File: src/rtl/pedal_pkg.sv
// Shared types and constants for the pedal filter datapath.
package pedal_pkg;

  typedef logic signed [11:0] sample_t;

  // Q1.11 value closest to +1.0; a kernel holding only this tap is pass-through.
  localparam sample_t KERNEL_UNITY = 12'h7FF;

  typedef enum logic [1:0] {
    IDLE,
    FILL,
    CHECK,
    PENDING
  } loader_state_t;

endpackage

File: src/rtl/kernel_bank.sv
// Shadow coefficient register file with an indexed write port and an
// atomic parallel commit of every tap into the active kernel register set.
module kernel_bank
  import pedal_pkg::*;
#(
  parameter int DEPTH = 8,
  parameter int WIDTH = 12,
  localparam int IDX_W = $clog2(DEPTH)
) (
  input  logic                         clk,
  input  logic                         reset,
  input  logic                         wr_en,
  input  logic [IDX_W-1:0]             wr_idx,
  input  logic [WIDTH-1:0]             wr_data,
  input  logic                         clear,
  input  logic                         commit,
  output logic [DEPTH-1:0][WIDTH-1:0]  kernel
);

  logic signed [WIDTH-1:0] shadow [DEPTH];

  // Shadow bank: written one tap at a time, wiped on reset or a discarded load.
  always_ff @(posedge clk) begin
    if (reset || clear) begin
      for (int i = 0; i < DEPTH; i++) shadow[i] <= '0;
    end else if (wr_en) begin
      shadow[wr_idx] <= wr_data;
    end
  end

  // Active kernel: every tap replaced on the same edge so the filter never sees a mix.
  always_ff @(posedge clk) begin
    if (reset) begin
      kernel    <= '0;
      kernel[0] <= WIDTH'(KERNEL_UNITY);
    end else if (commit) begin
      for (int i = 0; i < DEPTH; i++) kernel[i] <= shadow[i];
    end
  end

endmodule

File: src/rtl/kernel_loader.sv
// Filter kernel loader: accepts DEPTH coefficients over valid/ready into a
// shadow bank and swaps them into the active kernel on the next update strobe.
// Optional feature macro: KERNEL_CHECKSUM_EN (adds a trailing checksum word).
module kernel_loader
  import pedal_pkg::*;
#(
  parameter int DEPTH = 8,
  parameter int WIDTH = 12
) (
  input  logic                         clk,
  input  logic                         reset,
  input  logic                         load_start,
  input  logic                         load_abort,
  input  logic [WIDTH-1:0]             coef_in,
  input  logic                         coef_valid,
  output logic                         coef_ready,
  input  logic                         update,
  output logic [DEPTH-1:0][WIDTH-1:0]  kernel,
  output logic                         kernel_swap,
  output logic                         busy,
  output logic                         err_checksum
);

  localparam int IDX_W = $clog2(DEPTH);
  localparam logic [IDX_W-1:0] LAST = IDX_W'(DEPTH - 1);

  loader_state_t    state, state_next;
  logic [IDX_W-1:0] idx, idx_next;
  logic             xfer;
  logic             bank_we, bank_clr, bank_commit;

`ifdef KERNEL_CHECKSUM_EN
  logic [WIDTH-1:0] acc, acc_next;
  logic             err_next;
`endif

  assign xfer = coef_valid && coef_ready;

  // Next-state logic: abort beats restart, restart beats normal progress.
  always_comb begin
    state_next  = state;
    idx_next    = idx;
    bank_we     = 1'b0;
    bank_clr    = 1'b0;
    bank_commit = 1'b0;
`ifdef KERNEL_CHECKSUM_EN
    acc_next    = acc;
    err_next    = 1'b0;
`endif
    if (load_abort) begin
      state_next = IDLE;
      idx_next   = '0;
    end else if (load_start) begin
      state_next = FILL;
      idx_next   = '0;
`ifdef KERNEL_CHECKSUM_EN
      acc_next   = '0;
`endif
    end else begin
      case (state)
        FILL: begin
          if (xfer) begin
            bank_we = 1'b1;
`ifdef KERNEL_CHECKSUM_EN
            acc_next = acc + coef_in;
`endif
            if (idx == LAST) begin
`ifdef KERNEL_CHECKSUM_EN
              state_next = CHECK;
`else
              state_next = PENDING;
`endif
            end else begin
              idx_next = idx + 1'b1;
            end
          end
        end
`ifdef KERNEL_CHECKSUM_EN
        CHECK: begin
          if (xfer) begin
            if (coef_in == acc) begin
              state_next = PENDING;
            end else begin
              err_next   = 1'b1;
              bank_clr   = 1'b1;
              state_next = IDLE;
              idx_next   = '0;
            end
          end
        end
`endif
        PENDING: begin
          if (update) begin
            bank_commit = 1'b1;
            state_next  = IDLE;
            idx_next    = '0;
          end
        end
        default: begin
          state_next = state;
        end
      endcase
    end
  end

  // Control registers; handshake and status outputs are registered from the next state.
  always_ff @(posedge clk) begin
    if (reset) begin
      state       <= IDLE;
      idx         <= '0;
      coef_ready  <= 1'b0;
      busy        <= 1'b0;
      kernel_swap <= 1'b0;
    end else begin
      state       <= state_next;
      idx         <= idx_next;
      coef_ready  <= (state_next == FILL) || (state_next == CHECK);
      busy        <= (state_next != IDLE);
      kernel_swap <= bank_commit;
    end
  end

`ifdef KERNEL_CHECKSUM_EN
  // Running modulo-2^WIDTH checksum and its one-cycle mismatch flag.
  always_ff @(posedge clk) begin
    if (reset) begin
      acc          <= '0;
      err_checksum <= 1'b0;
    end else begin
      acc          <= acc_next;
      err_checksum <= err_next;
    end
  end
`else
  assign err_checksum = 1'b0;
`endif

  kernel_bank #(
    .DEPTH (DEPTH),
    .WIDTH (WIDTH)
  ) u_bank (
    .clk     (clk),
    .reset   (reset),
    .wr_en   (bank_we),
    .wr_idx  (idx),
    .wr_data (coef_in),
    .clear   (bank_clr),
    .commit  (bank_commit),
    .kernel  (kernel)
  );

endmodule

File: config.mk
export PLATFORM = sky130hd
export DESIGN_NAME = kernel_loader
export DESIGN_NICKNAME = d
export VERILOG_FILES = /design/src/rtl/pedal_pkg.sv /design/src/rtl/kernel_bank.sv /design/src/rtl/kernel_loader.sv
export SDC_FILE = /design/constraint.sdc
export NUM_CORES = 1
export LEC_CHECK = 0
export ABC_AREA = 1
export BUFFER_PORTS_ARGS = -buffer_cell sky130_fd_sc_hd__buf_2
export CORE_MARGIN = 2
export CORE_UTILIZATION = 60
export DETAILED_ROUTE_END_ITERATION = 8
export GPL_TIMING_DRIVEN = 0
export PLACE_DENSITY = 0.86
export SLEW_MARGIN = 25
export SYNTH_ARGS = -nofsm -noshare
export SYNTH_HDL_FRONTEND = slang
export SYNTH_SLANG_ARGS = --single-unit
File: constraint.sdc
create_clock -name clk -period 3.9 [get_ports clk]
set_input_delay 0.195 -clock clk [delete_from_list [all_inputs] [get_ports clk]]
set_output_delay 0.195 -clock clk [all_outputs]
set_load 0.05 [all_outputs]
Word-level counts from Yosys, hierarchy flattened:

Memories as Yosys holds them, arrays and structs flattened. A register that Yosys moved wholly into a read port is not among the register bits.
Cells that the tools add are included.

* equality and inequality tests: 8
* add/subtract/negate cells: 1
* multiplexer cells: 26
* reduce and logical (&&, ||, !) cells: 7

Operators by type and width (count)
* two-way mux 1 bit: 14
* two-way mux 12 bit: 1
* two-way mux 3 bit: 4
* OR reduction 12 bit: 1
* two-way mux 2 bit: 5
* inequality test 2 bit, second input constant: 3
* case mux 3 bit (2 select lines): 1
* == test 2 x 1 -> 1 bit, second input constant: 2
* == test 2 bit, second input constant: 2
* case mux 2 bit (2 select lines): 1
* AND reduction 4 bit: 1
* nonzero test 2 bit: 2
* adder 3 x 1 -> 3 bit, second input constant: 1
* == test 3 bit, second input constant: 1
* OR reduction 3 bit: 1
* logical AND 1 bit: 1
* logical OR 1 bit: 1

* memory bits (writable): 96
* word-level logic and storage cells: 48
* register bits after elaboration: 8
* input bits: 18
* output and inout bits: 100
* memories kept: 1

Memories
* u_bank.shadow: depth 8, width 12, read ports 8, clocked after memory_dff 8, write ports 8, RTL line kernel_bank.sv:20 `logic signed [WIDTH-1:0] shadow [DEPTH];`

Longest topological paths before layout:

Gate-level depths: netlist of run 1.

* depth in word-level cells: 10
* depth in mapped cells: 8
* gate-level depth less buffers: 8

Hierarchy:

Synthesis of run 1 repeated with hierarchy kept, for this count alone.

* cells, all modules: 721
* area, all modules: 7338.3 µm²

By module, submodules not included
* kernel_bank: cells an instance 663, times used 1, area each 6935.4 µm², seq. area each 4804.6 µm²
* kernel_loader: cells an instance 58, times used 1, area each 402.9 µm², seq. area each 160.2 µm²

Worst setup path before layout of run 1:

No wires, ideal clock.

* path kind: reg2reg
* from: register coef_ready
* to: memory u_bank.shadow[1][0] (enable)
* period minus slack after synthesis: 2.149 ns
* setup time: 0.350 ns
* buffers on the path: 1
* required time: 3.550 ns
* stages on the path, launching flop included: 6
* arrival time: 1.799 ns
* path slack: 1.751 ns
* cells stage by stage: dfxtp_1 > nand2_1 > nor2_8 > nand4_4 > buf_6 > nand2_1

RTL lines
* start, declared: RTL line kernel_loader.sv:16 `output logic coef_ready,`
* start signal, assigned: RTL line kernel_loader.sv:117 `coef_ready <= (state_next == FILL) || (state_next == CHECK);`
* end, declared: RTL line kernel_bank.sv:20

==> results of run 1 <==
[per-stage QoR]
step	util [%]	cell area (um2)	power [W]	worst slack [ns]
3_5_place_dp	68.0	8160	0.00241	1.71
4_1_cts	72.7	8730	0.00407	1.92
6_report	72.7	8730	0.00407	1.91
2_1_floorplan	-	7400	0.00236	1.75
3_3_place_gp	68.0	8160	0.00241	1.79
5_1_grt	72.7	8730	0.00416	1.79
[power breakdown]
part           internal (W)  total (W)  switching [W]  leakage (nW)
registers           0.00223    0.00224      0.0000108          1.83
logic             0.0000274   0.000129       0.000101          1.71
clock network      0.000939    0.00170       0.000760         0.266
[logic make-up (layout without fill, tap and decap cells)]
logic type / count (synthesis) / count (layout) / share of synthesized area [%]
and+or+nand+nor: 353 / 353 / 20.8
DFF: 200 / 200 / 67.1
AOI/OAI and AO/OA: 91 / 91 / 6.19
buffers and inverters: 68 / 216 / 5.31
adders and majority gates: 3 / 3 / 0.507
other: 1 / 1 / 0.0507
[worst max path at each step]
| stage | startpoint | end | slack, ns | depth (start not counted) |
|---|---|---|---|---|
| after floorplan | coef_ready | u_bank.shadow[1][0] | 1.75 | 5 |
| after global routing | coef_ready | u_bank.shadow[2][2] | 1.79 | 5 |
| after global placement | reset | u_bank.shadow[6][6] | 1.79 | 5 |
| after CTS | coef_ready | u_bank.shadow[6][2] | 1.92 | 5 |
| after detailed placement | reset | u_bank.shadow[6][5] | 1.71 | 5 |
| final | coef_ready | u_bank.shadow[6][2] | 1.91 | 5 |
[routing by layer]
| layer | GRT usage [%] | wire [um] | share of wire, % | vias up |
|---|---|---|---|---|
| li1 | - | - | - | 2601 |
| met2 | 44.2 | 8280 | 50 | 245 |
| met5 | 0 | 0 | 0 | - |
| met1 | 32.6 | 6510 | 39 | 2483 |
| met4 | 12.0 | 444 | 2.7 | 0 |
| met3 | 5.27 | 1250 | 7.6 | 32 |
[layout by cell type (no fill, tap or decap), drive strengths merged]
| cell | synthesis | routed |
|---|---|---|
| buf | 26 | 142 |
| edfxtp | 96 | 96 |
| a21oi | 2 | 2 |
| nor2 | 287 | 287 |
| dfxtp | 104 | 104 |
| bufinv | 0 | 2 |
| clkbuf | 15 | 34 |
| clkinv | 1 | 8 |
| inv | 26 | 27 |
| ha | 3 | 3 |
| conb | 1 | 1 |
| nand4 | 9 | 9 |
| o21ai | 88 | 88 |
| nand3 | 14 | 14 |
| a21boi | 1 | 1 |
| nand2 | 43 | 43 |
| clkinvlp | 0 | 3 |
[worst reg2reg max path: stages (launching register included)]
cell	delay (ns)
dfxtp_1	0.35
nand2_1	0.17
nor2_8	0.33
nand4_4	0.17
buf_6	0.18
nand2_1	0.43
[state kept, by name (all words and copies together), names as in the netlist]
register / count
kernel: 96
u_bank.shadow: 96
idx: 3
state: 2
busy: 1
coef_ready: 1
kernel_swap: 1
[layout make-up]
cell class	count	area, um2	share of cell area, %
Sequential cell	200	4960	56.9
Multi-Input combinational cell	448	2040	23.4
Buffer	41	290	3.33
Timing Repair Buffer	116	581	6.65
Clock inverter	13	130	1.49
Inverter	27	103	1.18
Tap cell	147	184	2.11
Clock buffer	19	433	4.96
==> flow_summary.json, run 1 <==
{
  "outcome": "completed",
  "synth_top_area_share_pct": 39.0,
  "hpwl_um": 10600,
  "firstDrtPassIters": 5,
  "via_count": 5361,
  "gr-usage-all-layers_pct": 26.1,
  "synth.most_common_cell": "nor2_1",
  "placed_cells": 979,
  "cp_slowest_cell": "nand2_1",
  "antenna_cells": 0,
  "drc": 0,
  "synth_commonest_cells": "nor2_1, dfxtp_1, edfxtp_1",
  "overflow": 0,
  "clkSinkCount": 200,
  "grt_max_degree": 17,
  "clock_latency_ns": 0.43,
  "synth_largest_area_cell": "edfxtp_1",
  "die_area_um2": 13200,
  "critPathLaunchType": "flop",
  "vdd_ir_drop_max_mv": 0.284,
  "wl_per_cell_um": 16.3,
  "io_pins": 118,
  "maxCapViolCount": 0,
  "critPathArrivalTime_ns": 2.06,
  "area_growth_pct": 17.9,
  "async_flop_share_pct": 0,
  "r2r_setup_slack_ns": 1.91,
  "hold_path.class": "input pin to flop",
  "crit_path_frequent_cell": "nand2_1",
  "synth_edf_count": 96,
  "start_util_pct": 61.6,
  "fp.dieW_um": 115,
  "ys_types": 25,
  "syn_inst": 716,
  "clockBufferDepth": 2,
  "final-setup-viol-count": 0,
  "drive_above_1_share_pct": 21.5,
  "endpoint_kind": "flop",
  "cts-resized-gates": 0,
  "synth_seq_cells": 200,
  "critPathMaxFanout": 12,
  "yosysSeqAreaShare_pct": 67.1,
  "reg2regPathDepth": 5,
  "worstHoldStart": "reset",
  "final.fill_count": 855,
  "cts_tree": "done",
  "cts_made_buffers": 17,
  "post-route-min-period_ns": 1.99,
  "ctsHtreeMaxLevel": 4,
  "synthesis.area_um2": 7400,
  "gp_congestion": 0.843,
  "vias_per_cell": 5.30,
  "crit_family": "simple AND/OR/NAND/NOR gates",
  "relSlewSlack_pct": 55.9,
  "min_period_over_period_pct": 51.1,
  "routed_wl_um": 16500,
  "drt_iter0_drc": 503,
  "finalMaxSlewViolations": 0,
  "synthFlopType": "dfxtp_1",
  "fmax_mhz": 502,
  "cts_root_buffer": "clkbuf_16",
  "final_antenna_net_count": 0,
  "avgSynthCellArea_um2": 10.3,
  "fin_tns_setup_ns": 0,
  "synth_nets": 737,
  "powerDensity_nw_per_um2": 466,
  "io_buffers": 116,
  "critical_path_buf_inv_count": 1,
  "path_cells": "nand2_1 -> nor2_8 -> nand4_4 -> buf_6 -> nand2_1",
  "synth.top_cells.by_area": "edfxtp_1, dfxtp_1, nor2_1",
  "hold_violations": 0,
  "ys_warn_count": 0,
  "r2r-end": "u_bank.shadow[6][2]",
  "slowest_delay_ns": 0.43,
  "grt_pass1_vias": 5085,
  "chipHeight_um": 115,
  "r2r_start": "coef_ready",
  "post-cts-setup-buffer-count": 0,
  "worstPathRequired_ns": 3.97,
  "grt_pass1_wl_um": 25700,
  "min_path_cells": 2,
  "power.leakage_nw": 3.81,
  "num_rows": 40,
  "rsz0062_at_grt": "no",
  "whs_endpoint": "busy",
  "clock-skew-final_ns": 0.00948,
  "cts_hold_buffers": 0,
  "hold_ws_ns": 0.0768,
  "final_cells": 1011,
  "path_class": "flop to flop",
  "antenna_found_initial": 0,
  "tightestPinTransition_ns": 0.661,
  "cts.reportedPaths.clkPinSlew_ns": 0.07,
  "core_um2": 12000,
  "layout.nets": 872
}
Power figures use the tool's default switching activity.
==> run 2, diff against run 1 <==
- CORE_UTILIZATION: 60 -> 50
- PLACE_DENSITY: 0.86 -> 0.77
- clock period: 3.9 -> 1.6 ns (I/O delays scaled with it)
==> run 2 against run 1 <==
Die area grew 19%. Routed wire length barely moved. Critical path depth up 1. Sequential power rose by 140%. Power grew 150%. Design area grew 4.6%. Utilization shrank 9.6 points. Worst hold slack worse by 0.068 ns. Sequential cell count unchanged. Register-to-register slack got worse by 1.8 ns. Critical endpoint is now u_bank.shadow[5][7].
==> flow_summary.json, run 2 (synthesis gave the netlist of run 1 again) <==
{
  "gr-usage-all-layers_pct": 21.3,
  "layout.nets": 890,
  "fp.dieW_um": 126,
  "final_area_um2": 9130,
  "antenna_found_initial": 0,
  "worstPathRequired_ns": 1.73,
  "min_period_over_period_pct": 95.7,
  "io_pins": 118,
  "clock-skew-final_ns": 0.0108,
  "maxCapViolCount": 0,
  "seqCellArea_um2": 4980,
  "multi_input_area_um2": 2180,
  "cts_root_buffer": "clkbuf_16",
  "power.leakage_nw": 3.96,
  "relSlewSlack_pct": 35.8,
  "overflow": 0,
  "vdd_ir_drop_max_mv": 0.781,
  "core_um2": 14500,
  "routed_wl_um": 16500,
  "area_growth_pct": 23.4,
  "hold_violations": 0,
  "cts_tree": "done",
  "hold_path.class": "input pin to flop",
  "path_cells": "inv_1 -> nand2_2 -> nor2_8 -> nand4_4 -> buf_6 -> nand2_8",
  "final.fill_count": 1169,
  "tightestPinTransition_ns": 0.962,
  "endpoint_kind": "flop",
  "hpwl_um": 10700,
  "num_rows": 44,
  "critPathMaxFanout": 12,
  "chipHeight_um": 126,
  "antenna_cells": 0,
  "final_cell_mix": "nor2_1, buf_2, dfxtp_1, edfxtp_1, o21ai_0",
  "firstDrtPassIters": 5,
  "ctsHtreeMaxLevel": 4,
  "wl_per_cell_um": 15.5,
  "clkSinkCount": 200,
  "cp_slowest_cell": "dfxtp_2",
  "vias_per_cell": 5.01,
  "drive_above_1_share_pct": 25.3,
  "path_class": "flop to flop",
  "final_antenna_net_count": 0,
  "finalMaxSlewViolations": 0,
  "outcome": "completed",
  "final_common_cell": "nor2_1",
  "via_count": 5337,
  "fmax_mhz": 653,
  "critPathArrivalTime_ns": 1.67,
  "start_util_pct": 51.1,
  "clockBufferDepth": 2,
  "clock_latency_ns": 0.44,
  "drc": 0,
  "dpl_cell_area_um2": 8280,
  "cts.reportedPaths.clkPinSlew_ns": 0.07,
  "slowest_delay_ns": 0.34,
  "grt_pass1_wl_um": 25600,
  "gp_congestion": 0.810,
  "top_regs": "kernel: 96 flops, u_bank.shadow: 96 flops, idx: 3 flops",
  "die_area_um2": 15800,
  "grt_max_degree": 18,
  "cts_made_buffers": 17,
  "powerDensity_nw_per_um2": 1110,
  "post-route-min-period_ns": 1.53,
  "grt_pass1_vias": 4971,
  "io_buffers": 116,
  "drt_iter0_drc": 406,
  "final-setup-viol-count": 0,
  "critPathLaunchType": "flop",
  "fin_tns_setup_ns": 0
}
[run 2: cell types whose count changed in the layout (fill, tap and decap cells not counted), moves of 3 or more]
cell / delta
buf_4: +14
nand2_1: -10
nand2_8: +8
dfxtp_1: -5
buf_6: -3
buf_8: +3
clkbuf_1: -3
clkinv_1: -3
clkinvlp_4: -3
dfxtp_2: +3
dlygate4sd3_1: +3
inv_6: +3
[run 2: final timing paths]
path / startpoint / slack, ns / to / depth (start not counted)
hold reg to reg: u_bank.shadow[0][3] / 0.46 / kernel[3] / 2
setup / recovery: state[1] / 0.07 / u_bank.shadow[5][7] / 6
setup reg to reg: state[1] / 0.07 / u_bank.shadow[5][7] / 6
hold / removal: load_start / 0.009 / state[0] / 3
[run 2: stage by stage]
step / instances / power (W) / util, % / worst slack (ns) / hold WS [ns]
2_1_floorplan: 716 / 0.00576 / - / 0.0597 / 0.142
3_3_place_gp: 1016 / 0.00589 / 57.2 / -0.628 / 0.396
3_5_place_dp: 1016 / 0.00589 / 57.2 / -0.0717 / 0.406
4_1_cts: 1051 / 0.0102 / 62.0 / 0.000568 / 0.00223
5_1_grt: 1066 / 0.0105 / 63.0 / -0.0387 / 0.0627
6_report: 1066 / 0.0102 / 63.0 / 0.0684 / 0.00927
[run 2: critical path: cells and delay by family, from the launching register on]
kind	cells	cell delay, ns
buf+inv	2	0.24
flops	1	0.34
simple gates	4	0.64
[run 2: metal layers]
| metal | part of all wire (%) | global-route usage, % | vias up | wire [um] |
|---|---|---|---|---|
| li1 | - | - | 2655 | - |
| met1 | 41 | 27.7 | 2474 | 6830 |
| met2 | 50 | 35.2 | 185 | 8300 |
| met3 | 6.7 | 5.78 | 23 | 1110 |
| met4 | 1.4 | 6.60 | 0 | 238 |
| met5 | 0 | 0 | - | 0 |
[run 2: final cells by class]
type | instances | share of cell area [%]
Sequential cell | 200 | 54.5
Buffer | 41 | 3.32
Clock inverter | 15 | 1.91
Timing Repair Buffer | 134 | 8.06
Multi-Input combinational cell | 448 | 23.9
Tap cell | 184 | 2.52
Clock buffer | 17 | 4.66
Inverter | 27 | 1.14
[run 2: where the power goes]
group / internal (W) / switching (W)
combinational: 0.0000880 / 0.000262
sequential: 0.00543 / 0.0000258
clock: 0.00247 / 0.00189
total: 0.00799 / 0.00218
[run 2: repair_timing]
item | in CTS | in global routing
hold buffers | 3 | 0
resized for setup | 9 | 9
buffers inserted | 0 | 15
hold endpoints to repair | 5 | 0
pin swaps | 1 | 8
setup endpoints to repair | 97 | 122
